File: config.mk
export PLATFORM = sky130hd
export DESIGN_NAME = info_packer_flat
export DESIGN_NICKNAME = d
export VERILOG_FILES = /design/src/rtl/template_pkg.sv /design/src/rtl/info_packer_if.sv /design/src/rtl/info_packer_addr_fifo.sv /design/src/rtl/info_packer.sv /design/src/flat_wrapper.sv
export SDC_FILE = /design/constraint.sdc
export NUM_CORES = 1
export LEC_CHECK = 0
export CORE_ASPECT_RATIO = 0.75
export CORE_MARGIN = 2
export CORE_UTILIZATION = 30
export DETAILED_ROUTE_END_ITERATION = 10
export GPL_TIMING_DRIVEN = 0
export PLACE_DENSITY = 0.59
export SKIP_CTS_REPAIR_TIMING = 1
export SYNTH_ARGS = -nofsm -noshare
export SYNTH_HDL_FRONTEND = slang
export SYNTH_HIERARCHICAL = 1
export SYNTH_SLANG_ARGS = --single-unit
File: constraint.sdc
create_clock -name clk -period 2.4 [get_ports clk]
set_clock_uncertainty 0.2 [all_clocks]
set_input_delay 0.36 -clock clk [delete_from_list [all_inputs] [get_ports clk]]
set_output_delay 0.36 -clock clk [all_outputs]
set_load 0.05 [all_outputs]
File: src/rtl/template_pkg.sv
// rtl/template_pkg.sv - shared types and widths for the info packer
package template_pkg;

    localparam int CNT_WIDTH = 4;

    typedef enum logic [1:0] {
        IDLE = 2'd0,
        RUN  = 2'd1,
        DONE = 2'd2
    } state_t;

    typedef struct packed {
        logic [1:0]      vld;
        logic [1:0][7:0] addr;
    } info_t;

endpackage

File: src/rtl/info_packer_if.sv
// rtl/info_packer_if.sv - upstream address and downstream beat bundle
interface info_packer_if #(
    parameter int CNT_WIDTH = template_pkg::CNT_WIDTH
);
    import template_pkg::*;

    logic                 en_i;
    logic                 in_vld_i;
    logic [7:0]           in_addr_i;
    logic                 in_rdy_o;
    info_t                info_o;
    logic                 info_rdy_i;
    logic [CNT_WIDTH-1:0] beat_cnt_o;
    logic                 end_cnt_o;

    modport master (
        output en_i, in_vld_i, in_addr_i, info_rdy_i,
        input  in_rdy_o, info_o, beat_cnt_o, end_cnt_o
    );

    modport slave (
        input  en_i, in_vld_i, in_addr_i, info_rdy_i,
        output in_rdy_o, info_o, beat_cnt_o, end_cnt_o
    );

endinterface

File: src/rtl/info_packer_addr_fifo.sv
// rtl/info_packer_addr_fifo.sv - 8-bit address FIFO with single push and 0/1/2 pop per cycle
module addr_fifo #(
    parameter int DEPTH = 4,
    localparam int AW   = $clog2(DEPTH)
) (
    input  logic        clk,
    input  logic        rst,
    input  logic        push,
    input  logic [7:0]  din,
    input  logic [1:0]  pop_n,
    output logic [7:0]  head0,
    output logic [7:0]  head1,
    output logic [AW:0] count,
    output logic        full
);

    logic [7:0]    mem [DEPTH];
    logic [AW-1:0] wr_ptr;
    logic [AW-1:0] rd_ptr;
    logic          do_push;

    // Full refuses the push even if a pop frees space this cycle.
    assign full    = (count == (AW+1)'(DEPTH));
    assign do_push = push & ~full;
    assign head0   = mem[rd_ptr];
    assign head1   = mem[rd_ptr + AW'(1)];

    always_ff @(posedge clk) begin
        if (do_push) begin
            mem[wr_ptr] <= din;
        end
    end

    always_ff @(posedge clk) begin
        if (!rst) begin
            wr_ptr <= '0;
            rd_ptr <= '0;
            count  <= '0;
        end else begin
            if (do_push) begin
                wr_ptr <= wr_ptr + AW'(1);
            end
            rd_ptr <= rd_ptr + AW'(pop_n);
            count  <= count + (AW+1)'(do_push) - (AW+1)'(pop_n);
        end
    end

endmodule

File: src/rtl/info_packer.sv
// rtl/info_packer.sv - packs buffered addresses into two-lane beats and counts accepted beats per run
module info_packer
    import template_pkg::*;
#(
    parameter int FIFO_DEPTH = 4,
    parameter int CNT_WIDTH  = template_pkg::CNT_WIDTH
) (
    input  logic         clk,
    input  logic         rst,
    info_packer_if.slave bus
);

    localparam int AW = $clog2(FIFO_DEPTH);

    state_t               state;
    logic [AW:0]          occ;
    logic                 full;
    logic [7:0]           head0;
    logic [7:0]           head1;
    logic [1:0]           pop_n;
    logic                 accept;
    info_t                info;
    logic [CNT_WIDTH-1:0] beat_cnt;
    logic                 end_cnt;

    addr_fifo #(.DEPTH(FIFO_DEPTH)) u_fifo (
        .clk   (clk),
        .rst   (rst),
        .push  (bus.in_vld_i),
        .din   (bus.in_addr_i),
        .pop_n (pop_n),
        .head0 (head0),
        .head1 (head1),
        .count (occ),
        .full  (full)
    );

    always_comb begin
        info = '0;
        if (state == RUN) begin
            if (occ != '0) begin
                info.vld[0]  = 1'b1;
                info.addr[0] = head0;
            end
            if (occ >= (AW+1)'(2)) begin
                info.vld[1]  = 1'b1;
                info.addr[1] = head1;
            end
        end
    end

    assign accept = bus.info_rdy_i & (|info.vld);
    assign pop_n  = !accept ? 2'd0 : (info.vld[1] ? 2'd2 : 2'd1);

    // The terminal beat sends the counter back to zero through DONE instead of wrapping.
    always_ff @(posedge clk) begin
        if (!rst) begin
            state    <= IDLE;
            beat_cnt <= '0;
            end_cnt  <= 1'b0;
        end else begin
            end_cnt <= 1'b0;
            case (state)
                IDLE: begin
                    if (bus.en_i) begin
                        state <= RUN;
                    end
                end
                RUN: begin
                    if (accept && (beat_cnt == '1)) begin
                        state    <= DONE;
                        beat_cnt <= '0;
                        end_cnt  <= 1'b1;
                    end else begin
                        if (accept) begin
                            beat_cnt <= beat_cnt + 1'b1;
                        end
                        if (!bus.en_i) begin
                            state <= IDLE;
                        end
                    end
                end
                DONE: begin
                    state    <= IDLE;
                    beat_cnt <= '0;
                end
                default: state <= IDLE;
            endcase
        end
    end

    assign bus.in_rdy_o   = ~full;
    assign bus.info_o     = info;
    assign bus.beat_cnt_o = beat_cnt;
    assign bus.end_cnt_o  = end_cnt;

endmodule

File: src/flat_wrapper.sv
// flat-port wrapper written by rule: the top's interface ports become plain ports
module info_packer_flat import template_pkg::*;
#(
    parameter int FIFO_DEPTH = 4,
    parameter int CNT_WIDTH  = template_pkg::CNT_WIDTH
)
  (clk, rst, bus_en_i, bus_in_vld_i, bus_in_addr_i, bus_info_rdy_i, bus_in_rdy_o, bus_info_o, bus_beat_cnt_o, bus_end_cnt_o);
  info_packer_if #(.CNT_WIDTH(CNT_WIDTH)) bus_i ();
  input  logic clk;
  input  logic rst;
  input wire logic [$bits(bus_i.en_i)-1:0] bus_en_i;
  input wire logic [$bits(bus_i.in_vld_i)-1:0] bus_in_vld_i;
  input wire logic [$bits(bus_i.in_addr_i)-1:0] bus_in_addr_i;
  input wire logic [$bits(bus_i.info_rdy_i)-1:0] bus_info_rdy_i;
  output wire logic [$bits(bus_i.in_rdy_o)-1:0] bus_in_rdy_o;
  output wire logic [$bits(bus_i.info_o)-1:0] bus_info_o;
  output wire logic [$bits(bus_i.beat_cnt_o)-1:0] bus_beat_cnt_o;
  output wire logic [$bits(bus_i.end_cnt_o)-1:0] bus_end_cnt_o;
  assign bus_i.en_i = bus_en_i;
  assign bus_i.in_vld_i = bus_in_vld_i;
  assign bus_i.in_addr_i = bus_in_addr_i;
  assign bus_i.info_rdy_i = bus_info_rdy_i;
  assign bus_in_rdy_o = bus_i.in_rdy_o;
  assign bus_info_o = bus_i.info_o;
  assign bus_beat_cnt_o = bus_i.beat_cnt_o;
  assign bus_end_cnt_o = bus_i.end_cnt_o;
  info_packer #(.FIFO_DEPTH(FIFO_DEPTH), .CNT_WIDTH(CNT_WIDTH)) u_core (.clk(clk), .rst(rst), .bus(bus_i));
endmodule
==> results.txt <==
----------------------------------------------------
[STA]
  Unrepaired setup endpoints after global routing ... yes
  Number of hold violations in the final report ... 0
  Transition time at the pin with the least slew margin ... 0.525 ns
  Worst hold slack after final layout ... 0.306 ns
  Final number of setup-violating endpoints ... 1
  Max-slew violation total from the final report ... 0
  Min Tclk post-route ... 2.48 ns
  Tightest slew margin relative to the limit ... 65.0%
  Period utilization ... 103%
  Worst setup margin ... -0.0829 ns
  Final setup TNS ... -0.0829 ns
  Highest achievable clock rate ... 403 MHz

[Routing]
  Post-detailed-routing wire length ... 4.67 mm
  Overall via count from detail_route ... 1582
  Starting DRT DRC Count ... 74
  Avg WL per Cell ... 14.0 um
  Count of antenna-violating nets left after detailed routing ... 0
  Iteration count of the initial detailed-routing pass ... 4
  Number of remaining DRC errors ... 0
  Number of vias per cell ... 4.74

[Global routing]
  Global-route usage over all layers ... 11.4%
  Largest net degree at the start of global routing ... 15
  Vias in the first global route ... 1463
  Total gr overflow ... 0
  First-pass GRT wire length ... 7.59 mm
  Number of antenna violations at the first check in global routing ... 0

[Setup path]
  Biggest fanout along the worst timing path ... 5
  Required time at the endpoint of the critical path ... 2.39 ns
  Capturing point of the worst reg2reg path ... u_core/u_fifo/count[2]$_SDFF_PN0_
  Arrival time worst endpoint ... 2.47 ns
  Worst setup EP type ... flop
  Critical setup path kind ... reg -> reg
  Start of the worst register-to-register path ... u_core/state[1]$_SDFFE_PN0P_
  Worst Reg-to-Reg Cells ... 13
  R2R Setup Slk ... -0.08 ns
  Critical path launch point type ... flop

[Min path]
  Start point of the worst hold path ... u_core/u_fifo/wr_ptr[0]$_SDFFE_PN0P_
  Worst hold path depth ... 2
  End point of the most critical hold path ... u_core/u_fifo/wr_ptr[0]$_SDFFE_PN0P_
  Hold/Removal Path Class ... reg -> reg

[Pwr]
  Static leakage ... 1.19 nW
  Areal power density over the cells ... 883 nW/um^2
  VDD IR-drop max ... 261 uV

[Synthesis]
  Number of storage elements in the synthesis netlist ... 46
  Most common cell in the synthesized netlist ... sky130_fd_sc_hd__edfxtp_1
  Mean area per synthesized cell ... 14.3 um^2
  Commonest cells in the netlist ... sky130_fd_sc_hd__edfxtp_1 (32), sky130_fd_sc_hd__and2_1 (25), sky130_fd_sc_hd__dfxtp_1 (14), sky130_fd_sc_hd__ha_1 (12), sky130_fd_sc_hd__inv_1 (12)
  Most used flip-flop cell after synthesis ... sky130_fd_sc_hd__edfxtp_1
  Netlist Area Pre-Place ... 2480 um^2
  Number of different library cells in the post-synthesis netlist ... 43
  Leading post-synthesis cells by cell area ... sky130_fd_sc_hd__edfxtp_1 (39%), sky130_fd_sc_hd__mux4_1 (12%), sky130_fd_sc_hd__dfxtp_1 (11%)
  FFs w/ async S/R, synth ... 0%
  Count of mapped cells out of synthesis ... 173
  Count of warnings emitted by yosys ... 6
  Top cell type's share of synthesized area ... 38.7%
  Net count after synthesis ... 199
  Count of flip-flops with a built-in enable after synthesis ... 32
  Leading area contributor after synthesis ... sky130_fd_sc_hd__edfxtp_1
  Part of the Yosys area used for sequential elements ... 50.1%

[Cells and area]
  Count of non-filler cells in the finished layout ... 334
  Layout Area Growth over Synthesis ... 27.6%
  Fraction of layout instances using a drive strength above 1 ... 31.0%
  Utilization after layout ... 39.8%
  # nets final ... 254
  Antenna diode count ... 0
  Number of filler cells placed in the layout ... 742

[Clock tree]
  Maximum count of clock buffers along a single path ... 2
  Root buffer cell ... sky130_fd_sc_hd__clkbuf_8
  Sinks on the clock net ... 46
  Clock slew at reported path FFs ... 0.08 ns
  TritonCTS Buffers ... 5
  CTS tree ... done
  H-tree level count ... 2
  Insertion delay to the later sink of the worst-skew pair ... 0.29 ns

[Status]
  Result of the run ... complete, but fails checks
  Violations in the final reports ... setup timing

[Floorplan]
  # rows ... 28
  Die H ... 82.7 um
  Core box area ... 7950 um^2
  Die area ... 9020 um^2
  Initial core utilization ... 31.2%
  Number of ports placed on the die boundary ... 37
  Die extent in x ... 109 um

[Placed design]
  Number of buffers added on ports ... 36
  DP HPWL ... 3.41 mm
  Number of cells after detailed placement ... 314
  Final estimated routing congestion in global placement ... 0.778

[Flow run]
  Number of max-cap violations ... 0

----------------------------------------------------
## area by class of cell
type                            count  area (um^2)  area share, %
Buffer                              6         63.8           2.02
Clock buffer                        6         72.6           2.29
Clock inverter                      2         13.8          0.435
Inverter                           13         56.3           1.78
Multi-Input combinational cell    107         1190           37.5
Sequential cell                    46         1250           39.5
Tap cell                          105          131           4.15
Timing Repair Buffer               49          388           12.3
## worst max-delay path by stage
stage,slack (ns),startpoint,cells after the start,endpoint
after global routing,-0.19,u_core/state[1]$_SDFFE_PN0P_,13,u_core/u_fifo/count[2]$_SDFF_PN0_
after global placement,-0.34,bus_in_vld_i,12,u_core/u_fifo/count[2]$_SDFF_PN0_
after CTS,-0.48,u_core/u_fifo/rd_ptr[0]$_SDFF_PN0_,5,bus_info_o[3]
after floorplan,-0.35,u_core/state[1]$_SDFFE_PN0P_,14,u_core/u_fifo/count[2]$_SDFF_PN0_
after detailed placement,-0.34,u_core/state[1]$_SDFFE_PN0P_,14,u_core/u_fifo/count[2]$_SDFF_PN0_
final,-0.08,u_core/state[1]$_SDFFE_PN0P_,13,u_core/u_fifo/count[2]$_SDFF_PN0_
## placed cells by master, fill, tap and decap left out, drive strengths merged, types with 3 or more instances in the layout
cell type,count
and2,26
buf,24
clkbuf,16
clkdlybuf4s50,18
dfxtp,14
dlymetal6s2s,3
edfxtp,32
ha,12
inv,13
mux4,16
nand2,8
nand3,3
nand4,3
nor2,4
nor2b,3
xnor2,4
## critical path, stage by stage (launching register included)
cell and delay [ns]:
sky130_fd_sc_hd__dfxtp_2 0.34, sky130_fd_sc_hd__inv_2 0.07, sky130_fd_sc_hd__ha_4 0.18, sky130_fd_sc_hd__inv_8 0.04
sky130_fd_sc_hd__nor2_4 0.16, sky130_fd_sc_hd__and3_4 0.23, sky130_fd_sc_hd__ha_4 0.19, sky130_fd_sc_hd__inv_2 0.06
sky130_fd_sc_hd__ha_4 0.11, sky130_fd_sc_hd__inv_2 0.03, sky130_fd_sc_hd__fa_2 0.37, sky130_fd_sc_hd__xnor2_2 0.14
sky130_fd_sc_hd__xnor2_1 0.12, sky130_fd_sc_hd__and2_1 0.13
## stage by stage
step	total power, mW	area (um^2)	setup slack [ns]
2_1_floorplan	1.97	2550	-0.354
3_3_place_gp	2.29	3040	-0.344
3_5_place_dp	2.30	3040	-0.345
4_1_cts	2.75	3130	-0.481
5_1_grt	2.99	3170	-0.191
6_report	2.79	3170	-0.0829
## metal layers
metal / track usage (%) / vias up / share of wire [%]
met5: 0 / - / 0
met4: 4.23 / 0 / 1.5
met3: 2.83 / 7 / 5.0
met2: 17.2 / 31 / 46
met1: 15.9 / 768 / 47
li1: - / 776 / -
## flip-flops by register name (all words and copies together), names as in the netlist
| signal | flops |
|---|---|
| u_core/u_fifo/rd_ptr | 2 |
| u_core/u_fifo/count | 3 |
| u_core/u_fifo/mem | 32 |
| u_core/u_fifo/wr_ptr | 2 |
| u_core/bus.end_cnt_o | 1 |
| u_core/state | 2 |
| u_core/bus.beat_cnt_o | 4 |
## power breakdown
| part | total, mW | leakage, nW | internal (mW) | switching, mW |
|---|---|---|---|---|
| registers | 1.08 | 0.410 | 0.970 | 0.111 |
| logic | 1.27 | 0.736 | 0.559 | 0.708 |
| clock network | 0.446 | 0.0452 | 0.205 | 0.240 |
## logic make-up after synthesis
group	count (synthesis)	synth area share, %
adder cells (fa/ha/maj)	13	6.86
buffers and inverters	20	4.89
AND/OR/NAND/NOR	56	14.0
XOR/XNOR	4	1.41
multiplexers	18	17.0
flip-flops	46	50.1
AO/OA/AOI/OAI	16	5.80
No activity file was read; power rests on OpenSTA's default activity.
